### src/rtl/one_wire_slave_tx_if.sv
// Slave-side 1-Wire transmit bundle: bus sense/drive, byte load handshake and event pulses.
interface one_wire_slave_tx_if;
    logic       enable;
    logic       bus_in;
    logic       bus_pull_low;
    logic       load;
    logic [7:0] tx_byte;
    logic       ready;
    logic       busy;
    logic       done;
    logic       reset_seen;
    logic       presence_done;

    modport slave (
        input  enable, bus_in, load, tx_byte,
        output bus_pull_low, ready, busy, done, reset_seen, presence_done
    );

    modport master (
        output enable, bus_in, load, tx_byte,
        input  bus_pull_low, ready, busy, done, reset_seen, presence_done
    );
endinterface

### src/rtl/one_wire_slave_tx.sv
// 1-Wire slave responder: presence pulse after master reset, returns a loaded byte LSB first.
// Latency: line pulled 3 clk edges after bus falls; load accepted only when ready (no queueing).
module one_wire_slave_tx #(
    parameter int RESET_MIN_CYC = 480,
    parameter int PRES_WAIT_CYC = 30,
    parameter int PRES_LEN_CYC  = 120,
    parameter int HOLD_CYC      = 30
) (
    input  logic                 clk,
    input  logic                 rst,
    one_wire_slave_tx_if.slave   ow
);
    localparam int MAX_A = (PRES_WAIT_CYC > PRES_LEN_CYC) ? PRES_WAIT_CYC : PRES_LEN_CYC;
    localparam int MAX_C = (MAX_A > HOLD_CYC) ? MAX_A : HOLD_CYC;
    localparam int CW    = $clog2(MAX_C + 1);
    localparam int LW    = $clog2(RESET_MIN_CYC + 1);

    typedef enum logic [2:0] {
        ST_IDLE, ST_SLOT_HOLD, ST_SLOT_RECOVER, ST_PRES_WAIT, ST_PRES_DRIVE
    } state_t;

    state_t          state_q, state_d;
    logic [CW-1:0]   cnt_q, cnt_d;
    logic [LW-1:0]   low_q, low_d;
    logic [7:0]      shift_q, shift_d;
    logic [2:0]      idx_q, idx_d;
    logic            armed_q, armed_d;
    logic            pull_q, pull_d;
    logic            done_q, done_d;
    logic            rseen_q, rseen_d;
    logic            pdone_q, pdone_d;
    logic            sync1_q, sync_q, sync_prev_q;
    logic            fall;
    logic            reset_hit;
    logic            ready;

    assign fall      = sync_prev_q & ~sync_q;
    assign ready     = (state_q == ST_IDLE) && !armed_q && ow.enable;
    // A saturated low counter stays saturated until the line rises, so it doubles as "reset pending".
    assign reset_hit = (low_q == LW'(RESET_MIN_CYC)) &&
                       (state_q != ST_PRES_WAIT) && (state_q != ST_PRES_DRIVE);

    always_comb begin
        state_d = state_q;
        cnt_d   = cnt_q;
        shift_d = shift_q;
        idx_d   = idx_q;
        armed_d = armed_q;
        done_d  = 1'b0;
        rseen_d = 1'b0;
        pdone_d = 1'b0;
        low_d   = low_q;

        if (!ow.enable || sync_q || pull_q) begin
            low_d = '0;
        end else if (low_q != LW'(RESET_MIN_CYC)) begin
            low_d = low_q + LW'(1);
        end

        if (!ow.enable) begin
            state_d = ST_IDLE;
            cnt_d   = '0;
            idx_d   = '0;
            armed_d = 1'b0;
            low_d   = '0;
        end else if (reset_hit) begin
            armed_d = 1'b0;
            idx_d   = '0;
            cnt_d   = '0;
            if (sync_q) begin
                state_d = ST_PRES_WAIT;
                rseen_d = 1'b1;
            end else begin
                state_d = ST_IDLE;
            end
        end else begin
            unique case (state_q)
                ST_IDLE: begin
                    if (ow.load && ready) begin
                        shift_d = ow.tx_byte;
                        armed_d = 1'b1;
                        idx_d   = '0;
                    end else if (fall && armed_q) begin
                        state_d = ST_SLOT_HOLD;
                        cnt_d   = '0;
                    end
                end
                ST_SLOT_HOLD: begin
                    if (cnt_q == CW'(HOLD_CYC - 1)) begin
                        cnt_d   = '0;
                        shift_d = {1'b0, shift_q[7:1]};
                        state_d = ST_SLOT_RECOVER;
                        if (idx_q == 3'd7) begin
                            idx_d   = '0;
                            done_d  = 1'b1;
                            armed_d = 1'b0;
                        end else begin
                            idx_d = idx_q + 3'd1;
                        end
                    end else begin
                        cnt_d = cnt_q + CW'(1);
                    end
                end
                ST_SLOT_RECOVER: begin
                    if (sync_q) state_d = ST_IDLE;
                end
                ST_PRES_WAIT: begin
                    if (cnt_q == CW'(PRES_WAIT_CYC - 1)) begin
                        cnt_d   = '0;
                        state_d = ST_PRES_DRIVE;
                    end else begin
                        cnt_d = cnt_q + CW'(1);
                    end
                end
                ST_PRES_DRIVE: begin
                    if (cnt_q == CW'(PRES_LEN_CYC - 1)) begin
                        cnt_d   = '0;
                        state_d = ST_IDLE;
                        pdone_d = 1'b1;
                    end else begin
                        cnt_d = cnt_q + CW'(1);
                    end
                end
                default: state_d = ST_IDLE;
            endcase
        end

        pull_d = ((state_d == ST_SLOT_HOLD) && !shift_d[0]) || (state_d == ST_PRES_DRIVE);
    end

    always_ff @(posedge clk or posedge rst) begin
        if (rst) begin
            state_q     <= ST_IDLE;
            cnt_q       <= '0;
            low_q       <= '0;
            shift_q     <= '0;
            idx_q       <= '0;
            armed_q     <= 1'b0;
            pull_q      <= 1'b0;
            done_q      <= 1'b0;
            rseen_q     <= 1'b0;
            pdone_q     <= 1'b0;
            sync1_q     <= 1'b1;
            sync_q      <= 1'b1;
            sync_prev_q <= 1'b1;
        end else begin
            state_q     <= state_d;
            cnt_q       <= cnt_d;
            low_q       <= low_d;
            shift_q     <= shift_d;
            idx_q       <= idx_d;
            armed_q     <= armed_d;
            pull_q      <= pull_d;
            done_q      <= done_d;
            rseen_q     <= rseen_d;
            pdone_q     <= pdone_d;
            sync1_q     <= ow.bus_in;
            sync_q      <= sync1_q;
            sync_prev_q <= sync_q;
        end
    end

    assign ow.bus_pull_low  = pull_q;
    assign ow.ready         = ready;
    assign ow.busy          = armed_q || (state_q != ST_IDLE);
    assign ow.done          = done_q;
    assign ow.reset_seen    = rseen_q;
    assign ow.presence_done = pdone_q;
endmodule

### src/flat_wrapper.sv
// flat-port wrapper written by rule: the top's interface ports become plain ports
module one_wire_slave_tx_flat 
#(
    parameter int RESET_MIN_CYC = 480,
    parameter int PRES_WAIT_CYC = 30,
    parameter int PRES_LEN_CYC  = 120,
    parameter int HOLD_CYC      = 30
)
  (clk, rst, ow_enable, ow_bus_in, ow_load, ow_tx_byte, ow_bus_pull_low, ow_ready, ow_busy, ow_done, ow_reset_seen, ow_presence_done);
  one_wire_slave_tx_if ow_i ();
  input  logic clk;
  input  logic rst;
  input wire logic [$bits(ow_i.enable)-1:0] ow_enable;
  input wire logic [$bits(ow_i.bus_in)-1:0] ow_bus_in;
  input wire logic [$bits(ow_i.load)-1:0] ow_load;
  input wire logic [$bits(ow_i.tx_byte)-1:0] ow_tx_byte;
  output wire logic [$bits(ow_i.bus_pull_low)-1:0] ow_bus_pull_low;
  output wire logic [$bits(ow_i.ready)-1:0] ow_ready;
  output wire logic [$bits(ow_i.busy)-1:0] ow_busy;
  output wire logic [$bits(ow_i.done)-1:0] ow_done;
  output wire logic [$bits(ow_i.reset_seen)-1:0] ow_reset_seen;
  output wire logic [$bits(ow_i.presence_done)-1:0] ow_presence_done;
  assign ow_i.enable = ow_enable;
  assign ow_i.bus_in = ow_bus_in;
  assign ow_i.load = ow_load;
  assign ow_i.tx_byte = ow_tx_byte;
  assign ow_bus_pull_low = ow_i.bus_pull_low;
  assign ow_ready = ow_i.ready;
  assign ow_busy = ow_i.busy;
  assign ow_done = ow_i.done;
  assign ow_reset_seen = ow_i.reset_seen;
  assign ow_presence_done = ow_i.presence_done;
  one_wire_slave_tx #(.RESET_MIN_CYC(RESET_MIN_CYC), .PRES_WAIT_CYC(PRES_WAIT_CYC), .PRES_LEN_CYC(PRES_LEN_CYC), .HOLD_CYC(HOLD_CYC)) u_core (.clk(clk), .rst(rst), .ow(ow_i));
endmodule
### config.mk
export PLATFORM = sky130hd
export DESIGN_NAME = one_wire_slave_tx_flat
export DESIGN_NICKNAME = d
export VERILOG_FILES = /design/src/rtl/one_wire_slave_tx_if.sv /design/src/rtl/one_wire_slave_tx.sv /design/src/flat_wrapper.sv
export SDC_FILE = /design/constraint.sdc
export NUM_CORES = 1
export LEC_CHECK = 0
export ABC_AREA = 1
export CORE_MARGIN = 3
export CORE_UTILIZATION = 41
export CTS_BUF_LIST = sky130_fd_sc_hd__clkbuf_8
export CTS_CLUSTER_DIAMETER = 80
export CTS_CLUSTER_SIZE = 24
export DETAILED_ROUTE_END_ITERATION = 10
export DONT_BUFFER_PORTS = 1
export PLACE_DENSITY = 0.61
export SYNTH_ARGS = -nofsm -noshare
export SYNTH_HDL_FRONTEND = slang
export SYNTH_SLANG_ARGS = --single-unit
### constraint.sdc
create_clock -name clk -period 2.7 [get_ports clk]
set_clock_uncertainty 0.05 [all_clocks]
set_input_delay 0.675 -clock clk [delete_from_list [all_inputs] [get_ports clk]]
set_output_delay 0.675 -clock clk [all_outputs]
set_load 0.01 [all_outputs]
Word level (Yosys, flattened, before mapping) --
Cells that the tools add are included.
Storage, ports and cells: register bits after elaboration 38, latch bits 0, RAM bits 0, ROM bits 0, bits of input ports 13, word-level logic and storage cells 114, memories 0
Cells by class: $add $sub $neg 3, $mul 0, div/mod/pow operators 0, order comparisons 0, equality and inequality tests 23, shift-type cells 0, mux-type cells 49, bitwise operators 3, reductions and logical operators 22
Operators by type and width (number):
- 7-bit two-way mux | 6
- 3-bit two-way mux | 13
- 9-bit two-way mux | 3
- 7-bit one-hot mux with 3 select lines | 1
- 1-bit two-way mux | 19
- 8-bit two-way mux | 2
- 8-bit one-hot mux with 2 select lines | 1
- 3-bit one-hot mux with 5 select lines | 1
- 4-bit by 3-bit != test with 1-bit output (second input constant) | 3
- 9-bit by 1-bit adder with 9-bit output (second input constant) | 1
- 3-bit == test (second input constant) | 3
- 9-bit == test (second input constant) | 1
- 9-bit != test (second input constant) | 1
- 4-bit by 2-bit != test with 1-bit output (second input constant) | 2
- 7-bit by 1-bit adder with 7-bit output (second input constant) | 1
- 7-bit by 5-bit == test with 1-bit output (second input constant) | 1
- 7-bit == test (second input constant) | 1
- 1-bit logical AND | 7
- 3-bit by 1-bit == test with 1-bit output (second input constant) | 2
- 3-bit by 2-bit == test with 1-bit output (second input constant) | 2
- 3-bit one-hot mux with 2 select lines | 1
- 3-bit AND reduction | 2
- 5-bit by 2-bit != test with 1-bit output (second input constant) | 1
- 5-bit AND reduction | 1
- 18 further kinds | 24

Logic depth before layout (Yosys ltp) --
Gate-level depths: netlist (run 1).
word-level depth 11, mapped depth 11, depth with buffers taken out 11

Least setup slack after synthesis (run 1) --
No wires, ideal clock.
path kind input port to output port, start input port ow_enable, end output port ow_ready, arrival time 0.983 ns, data required time 1.975 ns, setup slack 0.992 ns, cell stages on the path 2, path through inv_2 > nor3_2
Between the ends: cells in the longest elaborated chain, start to end 1
Ends and longest elaborated chain:
- start: declaration | RTL line flat_wrapper.sv:13 | input wire logic [$bits(ow_i.enable)-1:0] ow_enable;
- 1-bit logical AND | RTL line one_wire_slave_tx.sv:38 | assign ready = (state_q == ST_IDLE) && !armed_q && ow.enable;
- end: declaration | RTL line flat_wrapper.sv:18 | output wire logic [$bits(ow_i.ready)-1:0] ow_ready;
No other way between the ends.

Worst setup path after layout (run 1) --
start register u_core.state_q[1], end output port ow_busy
Between the ends: cells in the longest elaborated chain, start to end 2
Ends and longest elaborated chain:
- start: declaration | RTL line one_wire_slave_tx.sv:22 | state_t state_q, state_d;
- start signal: assignment | RTL line one_wire_slave_tx.sv:147 | state_q <= state_d;
- 3-bit nonzero test | RTL line one_wire_slave_tx.sv:165 | assign ow.busy = armed_q || (state_q != ST_IDLE);
- 1-bit logical OR | RTL line one_wire_slave_tx.sv:165
- end: declaration | RTL line flat_wrapper.sv:19 | output wire logic [$bits(ow_i.busy)-1:0] ow_busy;
No other way between the ends.

==> out/results.ini, run 1 <==
[clock_network]
holdBufCountCts=0
insertion_delay_ps=300
clk_pin_slew_ps=80
postCtsResizedCells=0
cts_buffers=5
clockBufferDepth=2
h-tree-depth=2
post_cts_buffers=0
cts_tree=yes
clock-sinks=38
cts_root_buffer=clkbuf_8

[logic_synthesis]
synth_edf_count=0
yosysWarningCount=0
synth.avg_cell_area_um2=8.43
synth-async-reset-ratio_pct=100
synthCells=262
ys_types=34
synth_seq_cells=38
synth_flop_cell=dfrtp_1
syn_nets=281
netlist_area_um2=2210
ys_seq_area_share_pct=43.2

[detailed_routing]
vias=1746
routedWlPerCell_um=13.2
wl_um=4460
drt_iter0_markers=97
via_per_inst=5.15
ant_nets=0
drt_first_pass_iters=4
drc_errors=0

[global_routing]
gr-usage-met1_pct=21.4
grtUsageMet3_pct=4.51
antenna_found_initial=0
grt_util_met2_pct=24.6
globalRouteTotalUtil_pct=16.0
grt_start_max_net_pins=20
grt_pass1_wl_um=7860
top_usage_layer=met2
overflow=0
grt_pass1_vias=1622

[floorplan]
die_h_um=79.4
die-width_um=79.4
rows=26
boundaryPins=19
core_area_um2=5170
dieArea_um2=6300
start_util_pct=42.7

[sta]
hold_viol=0
max_freq_mhz=470
rsz0062_at_grt=no
slew_viol_final=0
max_slew.worst_pin.slew_ps=392
max_slew_margin_pct=73.7
period_needed_ps=2130
period_share_pct=78.8
setup_tns_ps=0
setup_violations=0

[placed_design]
place_inst=331
gp_congestion=0.818
io_buffer_count=0
dp_hpwl_um=3350

[pwr]
power.density_nw_per_um2=554
power.leakage_uw=0.00108
ir_worst_vdd_v=0.000305

[worst_setup_path]
criticalPathCategory=reg -> out
cp_max_fo=4
critPathArrivalTime_ps=1400
cp_data_required_time_ps=1980
critPathCaptureType=primary output
cp-start-kind=flop

[final_layout]
nets=287
syn_to_final_growth_pct=8.61
final_layout_size_suffix_gt1_share_pct=19.3
final_cells=339
diodes=0
final_util_pct=46.4
fillers=495

[outcome]
status=finished clean

[worst_hold_path]
hp-class=in -> async

[run]
max-cap-violations=0

==> final cells by class <==
type / instances / area, um2 / share of cell area (%)
inverters: 34 / 128 / 5.32
repair buffers: 2 / 15.0 / 0.626
clock buffers: 5 / 68.8 / 2.87
flip-flops and latches: 38 / 955 / 39.8
clock inverters: 3 / 45.0 / 1.88
well taps: 70 / 87.6 / 3.65
multi-input cells: 187 / 1100 / 45.9
==> state kept, by name, indices dropped and copies added (netlist names), 3 cells and up <==
signal / flops
u_core.low_q: 9
u_core.shift_q: 8
u_core.cnt_q: 7
u_core.idx_q: 3
u_core.state_q: 3
==> worst max-delay path, stage by stage, from the launching register on <==
cell,delay [ps]
dfrtp_1,440
nor2_2,230
nand2_2,110
or2_2,320
==> per-stage QoR <==
| step | total power, uW | setup slack (ps) | area [um2] | hold WS [ps] |
|---|---|---|---|---|
| 6_report | 1330 | 572 | 2400 | 262 |
| 5_1_grt | 1410 | 510 | 2400 | 286 |
| 4_1_cts | 1350 | 563 | 2400 | 267 |
| 3_5_place_dp | 852 | 819 | 2280 | 298 |
| 3_3_place_gp | 850 | 830 | 2280 | 296 |
| 2_1_floorplan | 812 | 992 | 2210 | 295 |
==> layer usage <==
layer	share of wire (%)	vias to the layer above	routed length [um]
met4	1.7	0	75
met5	0	-	0
met2	47	39	2110
met3	5.0	9	221
met1	46	815	2050
li1	-	883	-
==> kinds of logic (layout without fill, tap and decap cells) <==
group | Yosys count | after routing | share of synthesized area (%)
and+or+nand+nor | 135 | 135 | 32.6
AOI/OAI and AO/OA | 45 | 45 | 13.4
DFF | 38 | 38 | 43.2
buffers and inverters | 37 | 44 | 6.97
adders and majority gates | 6 | 6 | 3.40
xor gates and xnor gates | 1 | 1 | 0.397
==> cell usage in the layout, fill, tap and decap left out, types with 3 or more instances in the layout <==
cell type,Yosys,layout
inv_1,29,29
dfstp_2,3,3
ha_1,6,6
nand2_2,5,5
nor2_4,5,5
nand2_1,56,56
nor2_2,4,4
nor2_1,15,15
nor3_1,5,5
nor3_2,3,3
nand4_1,10,10
a21oi_1,13,13
o21ai_2,7,7
dfrtp_1,35,35
o21ai_0,12,12
inv_2,5,5
nand3_1,21,21
a22oi_1,6,6
o21ai_1,3,3
clkbuf_8,0,5
==> power by group <==
group          leakage (uW)  internal [uW]  switching, uW
clock             0.0000504            275            214
sequential         0.000514            610           37.6
combinational      0.000518           67.0            125
==> synthesized netlist by cell type, drive strengths merged (2+ instances only) <==
cell type | number | share of area (%)
nand2 | 62 | 11
dfrtp | 35 | 40
inv | 34 | 5.8
nand3 | 25 | 7.3
nor2 | 24 | 6.2
o21ai | 22 | 6.2
a21oi | 13 | 2.9
nand4 | 11 | 3.8
nor3 | 8 | 2.5
a22oi | 6 | 2.0
ha | 6 | 3.4
or2 | 4 | 1.1
dfstp | 3 | 3.6
buf | 2 | 1.0
==> worst paths after layout <==
| kind | startpoint | to | slack (ps) | cells after the start |
|---|---|---|---|---|
| max in group asynchronous | rst | u_core.sync_q$_DFF_PP1_ | 2080 | 2 |
| max | u_core.state_q[1]$_DFF_PP0_ | ow_busy | 570 | 3 |
| max reg2reg | u_core.low_q[0]$_DFFE_PP0P_ | u_core.shift_q[2]$_DFFE_PP0P_ | 860 | 10 |
| min in group clk | ow_bus_in | u_core.sync1_q$_DFF_PP1_ | 310 | 0 |
| min | rst | u_core.state_q[2]$_DFF_PP0_ | 260 | 2 |
| min reg2reg | u_core.sync1_q$_DFF_PP1_ | u_core.sync_q$_DFF_PP1_ | 320 | 0 |
Note: power is estimated with default switching activity, not from simulation.
==> inputs of run 2 (changes only) <==
==> constraint.sdc (replaced) <==
create_clock -name clk -period 2.2 [get_ports clk]
set_clock_uncertainty 0.05 [all_clocks]
set_input_delay 0.55 -clock clk [delete_from_list [all_inputs] [get_ports clk]]
set_output_delay 0.55 -clock clk [all_outputs]
set_load 0.01 [all_outputs]
==> run 2 against run 1 <==
  * Global-route usage is 0.65 points higher
  * First-iteration DRC count is 19% lower
  * Final cell count shrank 0.29%
  * Sequential cell count is the same
  * Combinational power is 22% higher
  * Clock-buffer cell count stayed put
  * Via count fell by 0.34%
  * Sequential share of layout area is 0.21 points higher
  * Register-to-register slack worse by 550 ps
  * Worst hold slack got worse by 69 ps
  * Clock power grew 19%
  * Power grew 21%
  * Largest cell class unchanged
==> out/results.ini, run 2 (same netlist as run 1, synthesis figures left out) <==
[outcome]
status=finished clean

[pwr]
power.density_nw_per_um2=675
power.leakage_uw=0.00108
power_uw=1610
ir_worst_vdd_v=0.000424

[clock_network]
cts_buffers=5
cts_root_buffer=clkbuf_8
clk_pin_slew_ps=80
insertion_delay_ps=300
h-tree-depth=2
clock-sinks=38
holdBufCountCts=0
clockBufferDepth=2
post_cts_buffers=0
postCtsResizedCells=0
cts_tree=yes

[worst_hold_path]
hp-class=in -> async

[detailed_routing]
drc_errors=0
wl_um=4430
drt_iter0_markers=79
routedWlPerCell_um=13.1
vias=1740
drt_first_pass_iters=4
ant_nets=0
via_per_inst=5.15

[floorplan]
die-width_um=79.4
core_area_um2=5170
dieArea_um2=6300
start_util_pct=42.7
die_h_um=79.4
rows=26
boundaryPins=19

[sta]
hold_viol=0
max_slew.worst_pin.slew_ps=467
setup_violations=0
max_freq_mhz=504
slew_viol_final=0
setup_tns_ps=0
whs_ps=193
max_slew_margin_pct=68.9
rsz0062_at_grt=no
period_needed_ps=1980
period_share_pct=90.2

[final_layout]
diodes=0
final_common_cell=nand2_1
final_layout_size_suffix_gt1_share_pct=19.0
final_cell_mix=56 x nand2_1, 35 x dfrtp_1, 29 x inv_1, 21 x nand3_1, 15 x nor2_1
syn_to_final_growth_pct=8.05
top_regs=u_core.low_q x9, u_core.shift_q x8, u_core.cnt_q x7
top_register=u_core.low_q
nets=286
largest_reg_flops=9

[worst_setup_path]
cp_max_fo=4
cp-start-kind=flop
critPathTopFamily=simple AND/OR/NAND/NOR gates
path_buf_inv=0
critPathCaptureType=primary output
cp_data_required_time_ps=1600
cpPeakStageDelay_ps=440
critPathArrivalTime_ps=1380
criticalPathCategory=reg -> out
cp_cell_sequence=nor2_2, nand2_2, or2_2
critical-path-slowest-cell=dfrtp_1

[run]
max-cap-violations=0

[placed_design]
dp_hpwl_um=3250
io_buffer_count=0
gp_congestion=0.884

[global_routing]
grt_pass1_wl_um=8130
grt_start_max_net_pins=39
antenna_found_initial=0
grt_pass1_vias=1695
overflow=0
globalRouteTotalUtil_pct=16.6

-- run 2: layout make-up --
cell class | count | area, um2
inverter | 34 | 128
multi-input combinational | 187 | 1100
clock buffer | 5 | 68.8
clock inverter | 3 | 40.0
timing repair buffer | 1 | 7.51
sequential | 38 | 955
tap | 70 | 87.6
fill | 490 | 2790
-- run 2: worst paths after layout --
check                                            start                            end  slack [ps]  depth (start not counted)
setup / recovery           u_core.state_q[1]$_DFF_PP0_                        ow_busy         220                          3
hold / removal                                     rst    u_core.state_q[0]$_DFF_PP0_         190                          2
setup reg to reg           u_core.low_q[0]$_DFFE_PP0P_  u_core.shift_q[7]$_DFFE_PP0P_         310                         10
hold reg to reg               u_core.sync1_q$_DFF_PP1_        u_core.sync_q$_DFF_PP1_         300                          0
max in group asynchronous                          rst       u_core.sync1_q$_DFF_PP1_        1550                          2
min in group clk                             ow_bus_in       u_core.sync1_q$_DFF_PP1_         200                          0
-- run 2: report_power, final --
part,total (uW),switching (uW),internal (uW)
combinational,235,153,81.0
sequential,793,43.7,749
clock,584,250,334
total,1610,447,1160
-- run 2: per-layer routing --
| metal | vias to the layer above | GRT usage (%) | share of wire, % |
|---|---|---|---|
| met3 | 9 | 5.30 | 4.3 |
| met1 | 813 | 21.8 | 47 |
| met5 | - | 0 | 0 |
| li1 | 882 | - | - |
| met2 | 36 | 26.2 | 47 |
| met4 | 0 | 5.15 | 1.7 |
-- run 2: through the flow --
stage	area (um2)	cells	util, %	setup slack [ps]
global route	2390	338	46.1	110
floorplan	2210	262	-	606
detailed placement	2280	330	44.0	313
finish	2390	338	46.1	216
global placement	2280	330	44.0	322
CTS	2390	338	46.1	202
==> inputs of run 3 (changes only) <==
--- a/config.mk
+++ b/config.mk
@@ -13,6 +13,7 @@
 export CTS_CLUSTER_SIZE = 24
 export DETAILED_ROUTE_END_ITERATION = 10
 export DONT_BUFFER_PORTS = 1
+export GPL_TIMING_DRIVEN = 0
 export PLACE_DENSITY = 0.61
 export SYNTH_ARGS = -nofsm -noshare
 export SYNTH_HDL_FRONTEND = slang
==> run 3 against run 2 <==
  * Worst hold slack better by 4.2 ps
  * Setup slack worse by 20 ps
  * First-iteration DRC count rose by 65%
  * Global-route usage shrank 0.59 points
==> out/results.ini, run 3 (same netlist as run 1, synthesis figures left out) <==
[outcome]
status=finished clean

[floorplan]
core_area_um2=5170
boundaryPins=19
dieArea_um2=6300
die_h_um=79.4
rows=26
start_util_pct=42.7
die-width_um=79.4

[global_routing]
grt_pass1_wl_um=7890
globalRouteTotalUtil_pct=16.0
grt_pass1_vias=1687
grt_start_max_net_pins=39
overflow=0
antenna_found_initial=0

[worst_setup_path]
criticalPathCategory=reg -> out
rrSetupSlack_ps=370
cp_max_fo=4
r2r_start=u_core.cnt_q[1]$_DFFE_PP0P_
rr_worst_depth=11
critPathArrivalTime_ps=1400
cp_data_required_time_ps=1600
crit_start=u_core.state_q[1]$_DFF_PP0_
critPathCaptureType=primary output
cp-start-kind=flop

[placed_design]
pre_cts_ws_ps=352
io_buffer_count=0
dp_hpwl_um=3340
gp_congestion=0.897

[clock_network]
postCtsResizedCells=0
insertion_delay_ps=290
h-tree-depth=2
clockBufferDepth=2
holdBufCountCts=0
cts_root_buffer=clkbuf_8
post_cts_buffers=0
clock-sinks=38
cts_tree=yes
cts_buffers=5
clk_pin_slew_ps=80

[sta]
period_needed_ps=2000
max_freq_mhz=499
setup_violations=0
rsz0062_at_grt=no
hold_viol=0
max_slew.worst_pin.slew_ps=792
max_slew_margin_pct=47.1
post-route-worst-setup-slack_ps=197
period_share_pct=91.1
setup_tns_ps=0
slew_viol_final=0

[final_layout]
top_regs=u_core.low_q x9, u_core.shift_q x8, u_core.cnt_q x7
syn_to_final_growth_pct=10.4
top_register=u_core.low_q
nets=288
diodes=0
largest_reg_flops=9
final_util_pct=47.1
final_cell_mix=56 x nand2_1, 35 x dfrtp_1, 28 x inv_1, 21 x nand3_1, 15 x nor2_1
final_layout_size_suffix_gt1_share_pct=19.6
final_common_cell=nand2_1

[pwr]
swShare_pct=25.7
power.density_nw_per_um2=727
power.leakage_uw=0.00111
p_seq_share_pct=44.7
p_comb_share_pct=13.6
p_switching_uw=457
p_int_uw=1320
ir_worst_vdd_v=0.000391
pwr-share-clk_pct=41.7

[detailed_routing]
ant_nets=0
vias=1735
routedWlPerCell_um=13.3
drt_first_pass_iters=5
drt_iter0_markers=130
wl_um=4540
via_per_inst=5.10
drc_errors=0

[worst_hold_path]
hp-class=in -> reg
hold_depth=0
min_from=ow_bus_in

[run]
max-cap-violations=0

-- run 3: power by group through the flow --
stage	clock network (uW)	logic, uW	registers, uW
after CTS	762	247	792
final	740	242	792
after floorplan	0	201	795
after global routing	789	274	798
after global placement	0	243	805
after detailed placement	0	247	805
-- run 3: area by class of cell --
type	count	area [um2]
Clock buffer	6	82.6
Tap cell	70	87.6
Inverter	34	128
Clock inverter	2	60.1
Fill cell	510	2730
Sequential cell	38	955
Multi-Input combinational cell	187	1100
Buffer	3	26.3
-- run 3: path summary, 6_finish.rpt --
check,endpoint
setup / recovery,ow_busy
hold / removal,u_core.sync1_q$_DFF_PP1_
setup reg to reg,u_core.ow.bus_pull_low$_DFF_PP0_
hold reg to reg,u_core.sync_q$_DFF_PP1_
max in group asynchronous,u_core.cnt_q[2]$_DFFE_PP0P_
min in group asynchronous,u_core.ow.bus_pull_low$_DFF_PP0_
-- run 3: per-stage QoR --
| step | hold WS, ps | total power, uW | instance area [um2] | instances |
|---|---|---|---|---|
| finish | 197 | 1770 | 2440 | 340 |
| global placement | 296 | 1050 | 2300 | 332 |
| global route | 175 | 1860 | 2440 | 340 |
| floorplan | 295 | 996 | 2210 | 262 |
| detailed placement | 297 | 1050 | 2300 | 332 |
| CTS | 182 | 1800 | 2440 | 340 |
-- run 3: worst max-delay path, stage by stage (launching register included) --
cell and delay, ps:
dfrtp_1 440, nor2_2 230, nand2_2 120, or2_2 320
-- run 3: routing by layer --
metal,track usage [%],vias to the layer above,part of all wire [%]
met4,4.30,0,0.93
met5,0,-,0
met2,25.6,31,47
li1,-,888,-
met1,21.5,812,48
met3,4.40,4,4.7
==> edit (settings of run 3) <==
Re-encode `state_t` (5 states) as one-hot, 5 bits wide.
--- a/src/rtl/one_wire_slave_tx.sv
+++ b/src/rtl/one_wire_slave_tx.sv
@@ -15,8 +15,8 @@
     localparam int CW    = $clog2(MAX_C + 1);
     localparam int LW    = $clog2(RESET_MIN_CYC + 1);
 
-    typedef enum logic [2:0] {
-        ST_IDLE, ST_SLOT_HOLD, ST_SLOT_RECOVER, ST_PRES_WAIT, ST_PRES_DRIVE
+    typedef enum logic [4:0] {
+        ST_IDLE = 5'b00001, ST_SLOT_HOLD = 5'b00010, ST_SLOT_RECOVER = 5'b00100, ST_PRES_WAIT = 5'b01000, ST_PRES_DRIVE = 5'b10000
     } state_t;
 
     state_t          state_q, state_d;
Formal check against the unedited RTL: same outputs for any inputs over 10 cycles, from zero or initial values and one cycle with rst high; not proved beyond that.
==> edit against run 3 <==
Cell count grew 7.6%. Wire length grew 3.3%. Power shrank 2.3%. Maximum frequency shrank 6.3%. Sequential cell count grew 2. Setup slack lost 140 ps. Final area grew 4.8%. Die area grew 6.2%. Area after synthesis grew 6.7%. Largest power group unchanged.
==> edit: results (changes against run 3) <==
hold path cells - 0 (unchanged)
status - completed
Worst path max stage delay - 550 ps (+110 ps)
area share of xor/xnor cells in the synthesized design - 0.01487 (+0.01090)
Resized Gates After CTS - 1 (+1)
DR pass1 iterations - 4 (-1)
CP Launch Point - u_core.state_q[0]
Clock transition at path regs - 80 ps (about the same)
Compound-Gate Fraction of Synth Area - 0.1057 (-0.02803)
ANT cells - 0 (unchanged)
met1 Resource Use GR - 0.2339 (+0.01927)
post-synthesis mux area share - 0 (unchanged)
WP data arrival - 1540 ps (+140 ps)
syn nets - 306 (+8.9%)
fraction of layout cells with a size suffix above 1 - 0.1757 (-0.02062)
vias in the first global route - 1752 (+3.9%)
Top Registers - u_core.low_q: 9 flops, u_core.shift_q: 8 flops, u_core.cnt_q: 7 flops
initial antenna violation count - 0 (unchanged)
Post-Synth Adder-Cell Area - 0.03186 (-0.002130)
Synth cell types - 39 (+15%)
worst vdd ir - 0.3219 mV (-18%)
Placer Congestion - 0.8186 (-8.8%)
most frequent cells after synthesis - nand2_1, inv_1, dfrtp_1, nand3_1, nor2_1
largest cells by area after synthesis - dfrtp_1, nand2_1, inv_1
sequential share of the synthesized area - 0.4270 (-0.005316)
DP Worst Slack - 283.6 ps (-68.79 ps)
slowest stage cell, crit path - dfstp_2
max FFs per register - 9 (unchanged)
met3 GRT Util - 0.04496 (+0.0009381)
crit-path max FO - 3 (-1)
CTS Buffer Depth - 2 (unchanged)
Worst R2R Start - u_core.cnt_q[0]
hold path start - ow_bus_in
pin count of the biggest net entering global routing - 41 (+5.1%)
total track usage - 0.1587 (-0.001700)
aggregate routed wire length - 4686 um (+3.3%)
DP Wirelength - 3455 um (+3.3%)
GR Util met2 - 0.2229 (-0.03295)
fill cell count - 553 (+8.4%)
P_leak - 1.288 nW (+16%)
setup tns final - 0 ps (unchanged)
DR vias/cell - 4.956 (-2.9%)
Max-slew headroom - 0.4474 (-0.02363)
Reg2Reg Depth - 8 (-3)
initial drt markers - 76 (-42%)
CP delay by family, top - flip-flops
global-route wire length before repair - 8093 um (+2.6%)
## edit: layout make-up
cell class | instances | area, sq um | share of cell area
buffer | 3 | 32.53 | 0.01273
clock buffer | 6 | 82.58 | 0.03231
clock inverter | 2 | 10.01 | 0.003916
inverter | 48 | 180.2 | 0.07048
multi-input combinational | 196 | 1150 | 0.4498
sequential | 40 | 1006 | 0.3935
tap | 70 | 87.58 | 0.03426
timing repair buffer | 1 | 7.507 | 0.002937
## edit: logic make-up (layout without fill, tap and decap cells)
family,count (synthesis),in the layout
adders and majority gates,6,6
AOI/OAI and AO/OA,38,38
DFF,40,40
and+or+nand+nor,148,148
xor gates and xnor gates,4,4
buffers and inverters,51,60
## edit: power breakdown
group / internal [mW] / switching (mW)
Sequential: 0.811 / 0.0369
Clock: 0.250 / 0.253
Combinational: 0.137 / 0.246
## edit: layer usage
| metal | part of all wire | vias to the layer above |
|---|---|---|
| met5 | 0 | - |
| met3 | 0.038 | 5 |
| met2 | 0.44 | 27 |
| met4 | 0.012 | 0 |
| li1 | - | 944 |
| met1 | 0.51 | 838 |
## edit: final timing paths
| check | to | slack [ps] |
|---|---|---|
| setup / recovery | ow_ready | 60 |
| hold / removal | u_core.sync1_q | 200 |
| setup reg to reg | u_core.ow.bus_pull_low | 360 |
| hold reg to reg | u_core.sync_q | 310 |
| max in group asynchronous | u_core.cnt_q[4] | 1320 |
| min in group asynchronous | u_core.cnt_q[0] | 240 |
## edit: through the flow
stage | std cells | power, mW | utilization | instance area, sq um
after detailed placement | 357 | 1.222 | 0.4580 | 2444
after global routing | 366 | 1.838 | 0.4791 | 2556
after floorplan | 287 | 1.154 | - | 2356
final | 366 | 1.734 | 0.4791 | 2556
after CTS | 365 | 1.733 | 0.4758 | 2539
after global placement | 357 | 1.215 | 0.4580 | 2444
